$ cat src/rtl/ifm_bank_scheduler_if.sv
// Handshake bundle between the producer CU, the consumer CU and the IFM
// bank scheduler. The scheduler connects through the slave modport; the
// CUs (or a test harness) connect through the master modport.
interface ifm_bank_scheduler_if #(
  parameter int NUMBER_OF_IFM   = 2,
  parameter int STALL_CNT_WIDTH = 16
);
  localparam int PTR_W = (NUMBER_OF_IFM > 2) ? $clog2(NUMBER_OF_IFM) : 1;

  logic                       wr_done;
  logic                       end_from_next;
  logic                       rd_done;
  logic [PTR_W-1:0]           wr_bank_sel;
  logic [PTR_W-1:0]           rd_bank_sel;
  logic                       start_to_next;
  logic                       mem_empty;
  logic [NUMBER_OF_IFM-1:0]   bank_full;
  logic                       busy_rd;
  logic                       err_overflow;
  logic                       err_underflow;
  logic [STALL_CNT_WIDTH-1:0] stall_cycles;

  modport slave (
    input  wr_done, end_from_next, rd_done,
    output wr_bank_sel, rd_bank_sel, start_to_next, mem_empty, bank_full,
           busy_rd, err_overflow, err_underflow, stall_cycles
  );

  modport master (
    output wr_done, end_from_next, rd_done,
    input  wr_bank_sel, rd_bank_sel, start_to_next, mem_empty, bank_full,
           busy_rd, err_overflow, err_underflow, stall_cycles
  );
endinterface

$ cat src/rtl/ifm_bank_scheduler.sv
// Round-robin scheduler for the ping-pong IFM banks between two conv layers.
// The producer fills the bank at wr_ptr, the consumer drains the bank at
// rd_ptr; count tracks how many banks hold unread data.
// Optional stall counter: define IFM_BANK_SCHED_STALL_CNT_EN to count the
// cycles during which every bank is full (producer held off).
module ifm_bank_scheduler #(
  parameter int NUMBER_OF_IFM   = 2,
  parameter int STALL_CNT_WIDTH = 16
) (
  input  logic                   clk,
  input  logic                   reset,
  ifm_bank_scheduler_if.slave    bus
);
  localparam int PTR_W = (NUMBER_OF_IFM > 2) ? $clog2(NUMBER_OF_IFM) : 1;
  localparam int CNT_W = $clog2(NUMBER_OF_IFM + 1);
  localparam logic [CNT_W-1:0] FULL_CNT = CNT_W'(NUMBER_OF_IFM);
  localparam logic [PTR_W-1:0] LAST_PTR = PTR_W'(NUMBER_OF_IFM - 1);

  typedef enum logic [1:0] {
    C_IDLE  = 2'd0,
    C_START = 2'd1,
    C_BUSY  = 2'd2
  } cons_state_t;

  cons_state_t              state_reg, state_next;
  logic [PTR_W-1:0]         wr_ptr_reg, wr_ptr_next;
  logic [PTR_W-1:0]         rd_ptr_reg, rd_ptr_next;
  logic [CNT_W-1:0]         count_reg, count_next;
  logic [NUMBER_OF_IFM-1:0] bank_full_reg;
  logic                     err_overflow_reg, err_underflow_reg;
  logic                     is_full;
  logic                     rd_accept;
  logic                     wr_accept;

  function automatic logic [PTR_W-1:0] ptr_inc(input logic [PTR_W-1:0] p);
    return (p == LAST_PTR) ? '0 : p + PTR_W'(1);
  endfunction

  // Accept decisions: a read completing in the same cycle frees a slot,
  // so a write is accepted even when all banks are currently full.
  always_comb begin
    is_full   = (count_reg == FULL_CNT);
    rd_accept = bus.rd_done && (state_reg == C_BUSY);
    wr_accept = bus.wr_done && (!is_full || rd_accept);
  end

  // Consumer FSM next state: start only when data is waiting and the
  // consumer layer reports idle; end_from_next is ignored outside C_IDLE.
  always_comb begin
    state_next = state_reg;
    unique case (state_reg)
      C_IDLE:  if ((count_reg != '0) && bus.end_from_next) state_next = C_START;
      C_START: state_next = C_BUSY;
      C_BUSY:  if (rd_accept) state_next = C_IDLE;
      default: state_next = C_IDLE;
    endcase
  end

  // Pointer and occupancy next values.
  always_comb begin
    wr_ptr_next = wr_accept ? ptr_inc(wr_ptr_reg) : wr_ptr_reg;
    rd_ptr_next = rd_accept ? ptr_inc(rd_ptr_reg) : rd_ptr_reg;
    count_next  = count_reg;
    unique case ({wr_accept, rd_accept})
      2'b10:   count_next = count_reg + CNT_W'(1);
      2'b01:   count_next = count_reg - CNT_W'(1);
      default: count_next = count_reg;
    endcase
  end

  // State, pointer and count registers.
  always_ff @(posedge clk or posedge reset) begin
    if (reset) begin
      state_reg  <= C_IDLE;
      wr_ptr_reg <= '0;
      rd_ptr_reg <= '0;
      count_reg  <= '0;
    end else begin
      state_reg  <= state_next;
      wr_ptr_reg <= wr_ptr_next;
      rd_ptr_reg <= rd_ptr_next;
      count_reg  <= count_next;
    end
  end

  // Sticky error flags: rejected write, and read completion outside C_BUSY.
  always_ff @(posedge clk or posedge reset) begin
    if (reset) begin
      err_overflow_reg  <= 1'b0;
      err_underflow_reg <= 1'b0;
    end else begin
      if (bus.wr_done && !wr_accept) err_overflow_reg <= 1'b1;
      if (bus.rd_done && !rd_accept) err_underflow_reg <= 1'b1;
    end
  end

  // Per-bank full flags. When the same bank is freed and rewritten in one
  // cycle (full with wr_ptr == rd_ptr) the set wins.
  for (genvar gi = 0; gi < NUMBER_OF_IFM; gi++) begin : g_bank
    // Set on accepted write into this bank, clear on accepted read from it.
    always_ff @(posedge clk or posedge reset) begin
      if (reset) begin
        bank_full_reg[gi] <= 1'b0;
      end else if (wr_accept && (wr_ptr_reg == PTR_W'(gi))) begin
        bank_full_reg[gi] <= 1'b1;
      end else if (rd_accept && (rd_ptr_reg == PTR_W'(gi))) begin
        bank_full_reg[gi] <= 1'b0;
      end
    end
  end

`ifdef IFM_BANK_SCHED_STALL_CNT_EN
  logic [STALL_CNT_WIDTH-1:0] stall_cnt_reg;

  // Count cycles with every bank full, saturating at all-ones.
  always_ff @(posedge clk or posedge reset) begin
    if (reset) begin
      stall_cnt_reg <= '0;
    end else if (is_full && (stall_cnt_reg != '1)) begin
      stall_cnt_reg <= stall_cnt_reg + STALL_CNT_WIDTH'(1);
    end
  end

  assign bus.stall_cycles = stall_cnt_reg;
`else
  assign bus.stall_cycles = {STALL_CNT_WIDTH{1'b0}};
`endif

  assign bus.wr_bank_sel   = wr_ptr_reg;
  assign bus.rd_bank_sel   = rd_ptr_reg;
  assign bus.start_to_next = (state_reg == C_START);
  assign bus.busy_rd       = (state_reg != C_IDLE);
  assign bus.mem_empty     = !is_full;
  assign bus.bank_full     = bank_full_reg;
  assign bus.err_overflow  = err_overflow_reg;
  assign bus.err_underflow = err_underflow_reg;

endmodule

$ cat src/flat_wrapper.sv
// flat-port wrapper written by rule: the top's interface ports become plain ports
module ifm_bank_scheduler_flat 
#(
  parameter int NUMBER_OF_IFM   = 2,
  parameter int STALL_CNT_WIDTH = 16
)
  (clk, reset, bus_wr_done, bus_end_from_next, bus_rd_done, bus_wr_bank_sel, bus_rd_bank_sel, bus_start_to_next, bus_mem_empty, bus_bank_full, bus_busy_rd, bus_err_overflow, bus_err_underflow, bus_stall_cycles);
  ifm_bank_scheduler_if #(.NUMBER_OF_IFM(NUMBER_OF_IFM), .STALL_CNT_WIDTH(STALL_CNT_WIDTH)) bus_i ();
  input  logic clk;
  input  logic reset;
  input wire logic [$bits(bus_i.wr_done)-1:0] bus_wr_done;
  input wire logic [$bits(bus_i.end_from_next)-1:0] bus_end_from_next;
  input wire logic [$bits(bus_i.rd_done)-1:0] bus_rd_done;
  output wire logic [$bits(bus_i.wr_bank_sel)-1:0] bus_wr_bank_sel;
  output wire logic [$bits(bus_i.rd_bank_sel)-1:0] bus_rd_bank_sel;
  output wire logic [$bits(bus_i.start_to_next)-1:0] bus_start_to_next;
  output wire logic [$bits(bus_i.mem_empty)-1:0] bus_mem_empty;
  output wire logic [$bits(bus_i.bank_full)-1:0] bus_bank_full;
  output wire logic [$bits(bus_i.busy_rd)-1:0] bus_busy_rd;
  output wire logic [$bits(bus_i.err_overflow)-1:0] bus_err_overflow;
  output wire logic [$bits(bus_i.err_underflow)-1:0] bus_err_underflow;
  output wire logic [$bits(bus_i.stall_cycles)-1:0] bus_stall_cycles;
  assign bus_i.wr_done = bus_wr_done;
  assign bus_i.end_from_next = bus_end_from_next;
  assign bus_i.rd_done = bus_rd_done;
  assign bus_wr_bank_sel = bus_i.wr_bank_sel;
  assign bus_rd_bank_sel = bus_i.rd_bank_sel;
  assign bus_start_to_next = bus_i.start_to_next;
  assign bus_mem_empty = bus_i.mem_empty;
  assign bus_bank_full = bus_i.bank_full;
  assign bus_busy_rd = bus_i.busy_rd;
  assign bus_err_overflow = bus_i.err_overflow;
  assign bus_err_underflow = bus_i.err_underflow;
  assign bus_stall_cycles = bus_i.stall_cycles;
  ifm_bank_scheduler #(.NUMBER_OF_IFM(NUMBER_OF_IFM), .STALL_CNT_WIDTH(STALL_CNT_WIDTH)) u_core (.clk(clk), .reset(reset), .bus(bus_i));
endmodule
$ cat config.mk
export PLATFORM = sky130hd
export DESIGN_NAME = ifm_bank_scheduler_flat
export DESIGN_NICKNAME = d
export VERILOG_FILES = /design/src/rtl/ifm_bank_scheduler_if.sv /design/src/rtl/ifm_bank_scheduler.sv /design/src/flat_wrapper.sv
export SDC_FILE = /design/constraint.sdc
export NUM_CORES = 1
export LEC_CHECK = 0
export ABC_AREA = 1
export CAP_MARGIN = 25
export CORE_MARGIN = 2
export CORE_UTILIZATION = 37
export DETAILED_ROUTE_END_ITERATION = 10
export PLACE_DENSITY = 0.76
export RECOVER_POWER = 50
export SLEW_MARGIN = 15
export SYNTH_ARGS = -nofsm -noshare
export SYNTH_HDL_FRONTEND = slang
export SYNTH_SLANG_ARGS = --single-unit
$ cat constraint.sdc
create_clock -name clk -period 1.9 [get_ports clk]
set_input_delay 0.57 -clock clk [delete_from_list [all_inputs] [get_ports clk]]
set_output_delay 0.57 -clock clk [all_outputs]
set_load 0.005 [all_outputs]
==> results.yml <==
floorplan:
  row_count: 14
  die-area_sq_mm: 0.00189
  core_sq_mm: 0.00149
  die_w_um: 43.4
  ios: 30
  start_util_pct: 38.7
  fp.dieH_um: 43.4
synth:
  ys_async_sr_fraction_pct: 100
  syn_area_per_cell_sq_um: 8.85
  ys_seq_area_share_pct: 43.5
  synth_seq_cells: 10
  synth-edff-count: 0
  netlist_area_sq_um: 576
  syn_inst: 65
  synth_area_leader_cell: "dfrtp_1"
  netlist_top_cells_count: "16 x buf_4, 10 x dfrtp_1, 9 x inv_1, 8 x nand2_1"
  synth-main-ff-cell: "dfrtp_1"
  yosys-top-cells-area: "dfrtp_1 43%, buf_4 21%, inv_1 5.9%"
  yosys_warnings: 0
  yosysUniqueCellTypes: 19
  yosysTopAreaCellShare_pct: 43.5
  yosysMostFrequentCell: "buf_4"
grt:
  grt_pass1_vias: 391
  grt_overflow: 0
  grt_pass1_wl_um: 1550
  grt_antenna_before_repair: 0
  track_usage_pct: 11.2
  grt_max_degree: 11
timing:
  setup_violations: 0
  max_freq_ghz: 0.558
  clock_skew_ps: 6.79
  rsz0062_at_grt: "no"
  post-route-period-util_pct: 94.3
  whs_ps: 455
  drv_slew: 0
  timing.final.crit_period_ps: 1790
  finalWorstSetupSlack_ps: 109
  hold_violations: 0
place:
  place_inst: 98
  dp_hpwl_um: 710
  dp_slack_ps: -110
  gp_congestion: 0.729
  portBuffers: 13
finish:
  stdcell_count: 104
  n_antenna_cell: 0
  utilization_pct: 50.4
  synthToLayoutAreaGrowth_pct: 30.4
  n_fill_cell: 150
  final_nets: 96
  drive_above_1_share_pct: 19.3
cts:
  cts_sinks: 10
  clkTransAtPathRegs_ps: 60
  numCtsBuffers: 3
  htreeDepth: 1
  insertion_delay_ps: 260
  cts_tree: "done"
  root_buffer: "clkbuf_4"
  cts_buffer_depth: 2
  hold_buffers: 0
run_status:
  status: "finished, final reports clean"
routing:
  drt_pass1_iterations: 4
  wl_um: 934
  route.detailed.drc: 0
  vias_per_cell: 4.12
  wl_per_cell_um: 8.98
  ant_nets: 0
  vias: 428
  drtIter0Drc: 4
critical_path:
  crit_type: "reg2out"
  r2r_start: "u_core.state_reg[1]"
  r2r_slack_ps: 440
  endpoint_kind: "output pin"
  critPathMaxFanout: 3
  rr_endpoint: "u_core.count_reg[1]"
  cp.arrival_ps: 1220
  cp_data_required_time_ps: 1330
  cp-start-kind: "register"
  reg2reg_depth: 9
hold_path:
  holdCritPathClass: "reg2reg"
  hold_depth: 1
  hold_path_startpoint: "u_core.bus.err_underflow"
  holdPathEnd: "u_core.bus.err_underflow"
power_and_ir_drop:
  p_per_area_mw_per_mm2: 1310
  seqPwrFrac_pct: 36.2
  leakage_nw: 0.402
  total_power_mw: 0.987
  pwr-share-comb_pct: 49.7
  internal-power_mw: 0.649
  ir_drop_mv: 0.500
  clockPowerShare_pct: 14.1
  switchingPower_mw: 0.338
  p_sw_share_pct: 34.2
job:
  maxCapViolations: 0
-- layout make-up --
| cell class | count | area [sq um] | share of cell area [%] |
|---|---|---|---|
| clock buffer | 3 | 22.5 | 3.00 |
| tap | 16 | 20.0 | 2.67 |
| inverter | 9 | 33.8 | 4.50 |
| sequential | 10 | 250 | 33.3 |
| multi-input combinational | 45 | 230 | 30.7 |
| timing repair buffer | 21 | 194 | 25.8 |
-- per-stage QoR --
step                setup TNS (ps)  cell area (sq um)
detailed placement            -110                699
finish                           0                751
floorplan                        0                632
CTS                              0                736
global placement             -82.3                699
global route                     0                751
-- power groups by stage --
stage                     clock network (mW)  registers [mW]  logic, mW
after global placement                     0           0.361      0.438
final                                  0.139           0.357      0.491
after detailed placement                   0           0.365      0.448
after floorplan                            0           0.359      0.247
after global routing                   0.154           0.367      0.559
after CTS                              0.144           0.350      0.480
-- routing by layer --
metal,vias up,global-route usage (%),wire [um]
met3,0,3.75,74
met5,-,0,0
met4,0,5.45,0
li1,215,-,-
met1,193,13.4,383
met2,20,17.9,477
-- cell families after synthesis --
logic type	share of synthesized area [%]
compound gates	6.52
xor+xnor	3.04
other cells	0.652
simple gates	17.4
buf+inv	26.7
flops	43.5
fa+ha+maj	2.17
-- how the worst max path moves through the flow --
stage,from,endpoint,slack (ps),cells past startpoint
floorplan,bus_rd_done,u_core.count_reg[1],430,8
global placement,bus_rd_done,u_core.count_reg[1],-80,9
detailed placement,bus_rd_done,u_core.count_reg[1],-110,9
CTS,u_core.count_reg[1],bus_mem_empty,10,4
global route,bus_rd_done,u_core.count_reg[1],50,9
finish,u_core.state_reg[1],bus_busy_rd,110,2
-- critical path: stages (launching register included) --
cell and delay [ps]:
dfrtp_1 390, or2_2 310, dlygate4sd2_1 270
-- layout by cell type (no fill, tap or decap), types with 2 or more instances in the layout --
| master | n |
|---|---|
| buf_4 | 7 |
| clkbuf_4 | 4 |
| clkdlybuf4s50_1 | 8 |
| conb_1 | 16 |
| dfrtp_1 | 10 |
| dlygate4sd3_1 | 2 |
| dlymetal6s2s_1 | 2 |
| inv_1 | 8 |
| nand2_1 | 8 |
| nand2_2 | 2 |
| nand3_1 | 4 |
| o21ai_0 | 3 |
| o21bai_1 | 2 |
-- what timing repair did --
item / 4_1_cts / 5_1_grt
endpoints found under the hold margin: 0 / 0
gates cloned: 0 / 0
setup buffers: 2 / 1
setup endpoints to repair: 2 / 2
gates resized for setup: 1 / 5
No activity file was read; power rests on OpenSTA's default activity.
==> edit 1, RTL diff (config.mk and constraints unchanged) <==
`STALL_CNT_WIDTH` is set to 16 in 3 places; all go to 32.
--- a/src/rtl/ifm_bank_scheduler_if.sv
+++ b/src/rtl/ifm_bank_scheduler_if.sv
@@ -4,5 +4,5 @@
 interface ifm_bank_scheduler_if #(
   parameter int NUMBER_OF_IFM   = 2,
-  parameter int STALL_CNT_WIDTH = 16
+  parameter int STALL_CNT_WIDTH = 32
 );
   localparam int PTR_W = (NUMBER_OF_IFM > 2) ? $clog2(NUMBER_OF_IFM) : 1;
--- a/src/rtl/ifm_bank_scheduler.sv
+++ b/src/rtl/ifm_bank_scheduler.sv
@@ -6,5 +6,5 @@
 module ifm_bank_scheduler #(
   parameter int NUMBER_OF_IFM   = 2,
-  parameter int STALL_CNT_WIDTH = 16
+  parameter int STALL_CNT_WIDTH = 32
 ) (
   input  logic                   clk,
--- a/src/flat_wrapper.sv
+++ b/src/flat_wrapper.sv
@@ -3,5 +3,5 @@
 #(
   parameter int NUMBER_OF_IFM   = 2,
-  parameter int STALL_CNT_WIDTH = 16
+  parameter int STALL_CNT_WIDTH = 32
 )
   (clk, reset, bus_wr_done, bus_end_from_next, bus_rd_done, bus_wr_bank_sel, bus_rd_bank_sel, bus_start_to_next, bus_mem_empty, bus_bank_full, bus_busy_rd, bus_err_overflow, bus_err_underflow, bus_stall_cycles);
Interface: changed (resized bus_stall_cycles); port bits go from 30 to 46. The function was not compared with the original's and may differ.
==> edit 1 against the original RTL <==
Routed wire length is 15% higher. Clock power is 35% higher. Total power is 5.7% higher. Cell area is 11% higher. Worst setup slack worse by 0.014 ns. Synthesized area is 21% higher. Sequential cell count stayed put. Largest cell class is now multi-input gates.
==> edit 1: results (changes against the original RTL) <==
Logic synthesis
  – Main flop type after synthesis: dfrtp_1 (unchanged)
  – Async S/R FF share, synth: 1.00 (unchanged)
  – Synth cell types: 19 (unchanged)
  – Synth area leaders: dfrtp_1 (36%), buf_4 (35%), inv_1 (4.9%), nand2_1 (4.3%), nand3_1 (2.2%) (was dfrtp_1 (43%), buf_4 (21%), inv_1 (5.9%), nand2_1 (5.2%), nand3_1 (2.6%))
  – Mux cell area share after synthesis: 0 (unchanged)
  – Synth Area in XOR/XNOR: 0.0252 (was 0.0304)
  – Seq/Total Area, Yosys: 0.360 (was 0.435)
  – Most frequent cells after synthesis: buf_4 (32), dfrtp_1 (10), inv_1 (9) (was buf_4 (16), dfrtp_1 (10), inv_1 (9))
  – Compound-cell area share of the yosys netlist: 0.0540 (was 0.0652)
  – Adder-cell area share of the yosys netlist: 0.0180 (was 0.0217)

Clocking
  – Worst skew pair latency: 0.26 ns (about the same)
  – Clock buffer depth: 2 (unchanged)
  – Htree depth: 1 (unchanged)
  – CTS root buf: clkbuf_4 (unchanged)
  – Reg clk slew, reported paths: 0.07 ns

Critical path
  – R2r setup slk: 0.42 ns (was 0.44 ns)
  – CP max stage cell: dfrtp_1 (unchanged)
  – Largest stage delay, worst path: 0.39 ns (about the same)
  – Max FO, Critical Path: 3 (unchanged)
  – Critical R2R Launch: u_core.state_reg[1]$_DFFE_PP0P_ (unchanged)
  – Critical Path AT: roughly 1.2 ns
  – R2r worst-path depth: 9 (unchanged)

Global route
  – Vias in the first global route: 412 (was 391)
  – Largest net degree at the start of global routing: 11 (unchanged)
  – First-pass GRT wire length: 1.71 mm (was 1.55 mm)
  – Global-route usage over all layers: 0.118 (was 0.112)
  – Initial antenna violation count: 0 (unchanged)

Place
  – GPL Wtd Cong: 0.685 (was 0.729)
  – Post-place setup slack: -0.127 ns (was -0.110 ns)
  – Port buffer count: 13 (unchanged)
  – DP Area: 763 um^2 (was 699 um^2)
  – Detailed placement HPWL: 847 um (was 710 um)

STA
  – Final hold slack: 0.463 ns (was 0.455 ns)
  – Setup Skew: 0.00654 ns (was 0.00679 ns)
  – Final setup violating endpoints: 0 (unchanged)
  – Final hold violations: 0 (unchanged)

Drt
  – Via count: 470 (was 428)
  – Drt first pass iters: 4 (unchanged)
  – Initial drt markers: 8 (was 4)
  – Post-Route WL: 1.08 mm (was 934 um)

Pwr
  – P_leak: 0.458 nW (was 0.402 nW)
  – Switch share: 0.341 (was 0.342)
  – Worst ir drop on vdd: 0.874 mV (was 0.500 mV)

Worst hold path
  – HP Start: u_core.bus.err_underflow$_DFFE_PP0P_ (unchanged)
  – Hold Crit Class: flip-flop to flip-flop (unchanged)
  – Hold EP: u_core.bus.err_underflow$_DFFE_PP0P_ (unchanged)
  – Worst Hold Depth: 1 (unchanged)

Cells and area
  – Share of cells above drive strength 1: 0.163 (was 0.193)
  – N_diodes: 0 (unchanged)
  – Fillers: 167 (was 150)
  – Nets: 111 (was 96)

Run status
  – Status: finished, final reports clean (unchanged)
==> edit 1: changes by cell type after synthesis <==
| cell | change |
|---|---|
| buf_4 | +16 |
==> edit 1: worst max-delay path by stage <==
| stage | from | endpoint | slack [ns] | cells past startpoint |
|---|---|---|---|---|
| floorplan | bus_rd_done | u_core.count_reg[1]$_DFFE_PP0P_ | 0.43 | 8 |
| detailed placement | bus_rd_done | u_core.count_reg[1]$_DFFE_PP0P_ | -0.13 | 9 |
| global placement | bus_rd_done | u_core.count_reg[1]$_DFFE_PP0P_ | -0.08 | 9 |
| global route | bus_rd_done | u_core.count_reg[1]$_DFFE_PP0P_ | 0.04 | 9 |
| finish | u_core.state_reg[1]$_DFFE_PP0P_ | bus_busy_rd | 0.1 | 2 |
| CTS | u_core.count_reg[1]$_DFFE_PP0P_ | bus_mem_empty | 0.008 | 4 |
==> edit 1: per-stage QoR <==
step	instances	total power [mW]
floorplan	112	0.637
global placement	122	0.798
detailed placement	122	0.815
CTS	128	1.03
global route	129	1.15
finish	129	1.04
==> edit 1: power groups by stage <==
stage / registers [mW] / clock network, mW / logic (mW)
after global routing: 0.374 / 0.203 / 0.568
after floorplan: 0.359 / 0 / 0.278
final: 0.355 / 0.188 / 0.499
after global placement: 0.360 / 0 / 0.438
after CTS: 0.350 / 0.195 / 0.487
after detailed placement: 0.363 / 0 / 0.452
==> edit 1: layout make-up <==
class | count | area, um^2 | area share
timing repair buffer | 20 | 186 | 0.224
inverter | 9 | 33.8 | 0.0407
tap | 25 | 31.3 | 0.0377
clock buffer | 4 | 36.3 | 0.0437
multi-input combinational | 61 | 293 | 0.352
sequential | 10 | 250 | 0.301
==> edit 1: critical path, delay by kind of cell, from the launching register on <==
family	cells	cell delay (ns)
buf+inv	1	0.27
flops	1	0.39
simple gates	1	0.31
==> edit 1: cells by family (layout without fill, tap and decap cells) <==
group	count (synthesis)	after routing
AND/OR/NAND/NOR	20	20
adder cells (fa/ha/maj)	1	1
XOR/XNOR	2	2
buffers and inverters	41	33
AO/OA/AOI/OAI	6	6
other	1	32
flip-flops	10	10
==> edit 1: repair_timing <==
item	CTS	global route
setup buffers	2	1
setup endpoints to repair	3	2
pin swaps	1	0
gates resized for setup	2	3
hold endpoints to repair	0	0
==> edit 1: routing by layer <==
| metal | global-route usage | part of all wire |
|---|---|---|
| met1 | 0.134 | 0.41 |
| met2 | 0.178 | 0.47 |
| met3 | 0.0692 | 0.10 |
| met4 | 0.0500 | 0.011 |
| met5 | 0 | 0 |
==> edit 2, RTL diff (same settings) <==
Made on the original files. The 3 states of `cons_state_t` get a one-hot encoding in 3 bits.
--- a/src/rtl/ifm_bank_scheduler.sv
+++ b/src/rtl/ifm_bank_scheduler.sv
@@ -17,8 +17,8 @@
   localparam logic [PTR_W-1:0] LAST_PTR = PTR_W'(NUMBER_OF_IFM - 1);
 
-  typedef enum logic [1:0] {
-    C_IDLE  = 2'd0,
-    C_START = 2'd1,
-    C_BUSY  = 2'd2
+  typedef enum logic [2:0] {
+    C_IDLE  = 3'b001,
+    C_START = 3'b010,
+    C_BUSY  = 3'b100
   } cons_state_t;
 
Behaviour: no difference found for any inputs over 10 cycles, from zero or initial values and one cycle with reset high; not proved beyond that.
==> edit 2 against the original RTL <==
Synthesized cell count is 18% higher. Critical path type unchanged. Sequential power is 4% higher. Routed wire length is 29% higher. Utilization is 2.3 points lower. Synthesized area is 12% higher. Hold slack better by 0.024 ns. Total power is 2.2% higher. Sequential cell count is 1 higher. Cell area is 8.3% higher. First-iteration DRC count is 75% higher. Critical path depth is 1 higher. Worst setup slack worse by 0.063 ns.
==> edit 2: results (changes against the original RTL) <==
Run status
  – Status: finished, final reports clean (unchanged)

Pwr
  – Sequential power: 371 uW (was 357 uW)
  – Power in the clock group: 151 uW (was 139 uW)
  – P_leak: 0.429 nW (was 0.402 nW)
  – Internal: 648 uW (was 649 uW)
  – PwrDens: 1240 nW/um^2 (was 1310 nW/um^2)

Critical path
  – R2r worst-path depth: 7 (was 9)
  – Largest stage delay, worst path: 0.44 ns (was 0.39 ns)
  – CP max stage cell: clkdlybuf4s50_1 (was dfrtp_1)
  – Critical path startpoint: u_core.count_reg[0]$_DFFE_PP0P_ (was u_core.state_reg[1]$_DFFE_PP0P_)
  – CP top delay family: buffers and inverters (was flip-flops)
  – Critical Path AT: 1.28 ns (was 1.22 ns)

Place
  – GPL Wtd Cong: 0.725 (was 0.729)
  – Inst Count DP: 107 (was 98)
  – DP Area: 741 um^2 (was 699 um^2)
  – Detailed placement HPWL: 852 um (was 710 um)

STA
  – Setup Skew: 0.00188 ns (was 0.00679 ns)
  – Final hold slack: 0.480 ns (was 0.455 ns)
  – Crit path time final: 1.85 ns (was 1.79 ns)

Global route
  – First-pass GRT wire length: 1.88 mm (was 1.55 mm)
  – Vias in the first global route: 438 (was 391)
  – Global-route usage over all layers: 0.124 (was 0.112)

Logic synthesis
  – Seq/Total Area, Yosys: 0.428 (was 0.435)
  – Synth cell types: 21 (was 19)
  – Syn Inst Count: 77 (was 65)
  – Most frequent cells after synthesis: buf_4 (16), nand2_1 (15), inv_1 (11) (was buf_4 (16), dfrtp_1 (10), inv_1 (9))

Cells and area
  – Final non-filler cell total: 117 (was 104)
  – Fillers: 159 (was 150)
  – Synth-to-layout area growth: 26.0% (was 30.4%)

Worst hold path
  – HP Start: u_core.bus.err_underflow$_DFFE_PP0P_ (unchanged)

Drt
  – Post-Route WL: 1.20 mm (was 934 um)
  – Via count: 520 (was 428)
  – Initial drt markers: 7 (was 4)
==> edit 2: cell families (layout without fill, tap and decap cells) <==
logic type / after synthesis / after routing / share of synthesized area
DFF: 11 / 11 / 0.428
xor gates and xnor gates: 1 / 1 / 0.0136
other: 1 / 16 / 0.00581
and+or+nand+nor: 30 / 30 / 0.236
buffers and inverters: 28 / 36 / 0.256
AOI/OAI and AO/OA: 6 / 6 / 0.0601
==> edit 2: layout make-up <==
type,instances,share of cell area
Clock buffer,4,0.0323
Inverter,12,0.0554
Multi-Input combinational cell,53,0.323
Sequential cell,11,0.342
Tap cell,17,0.0262
Timing Repair Buffer,20,0.222
==> edit 2: metal layers <==
layer,vias up,track usage,share of wire
li1,254,-,-
met1,236,0.141,0.41
met2,26,0.214,0.50
met3,4,0.0357,0.064
met4,0,0.0514,0.022
met5,-,0,0
==> edit 2: what timing repair did <==
item / in CTS / in global routing
endpoints found under the setup margin: 3 / 1
buffers inserted: 4 / 2
resized for setup: 2 / 2
gates cloned: 0 / 0
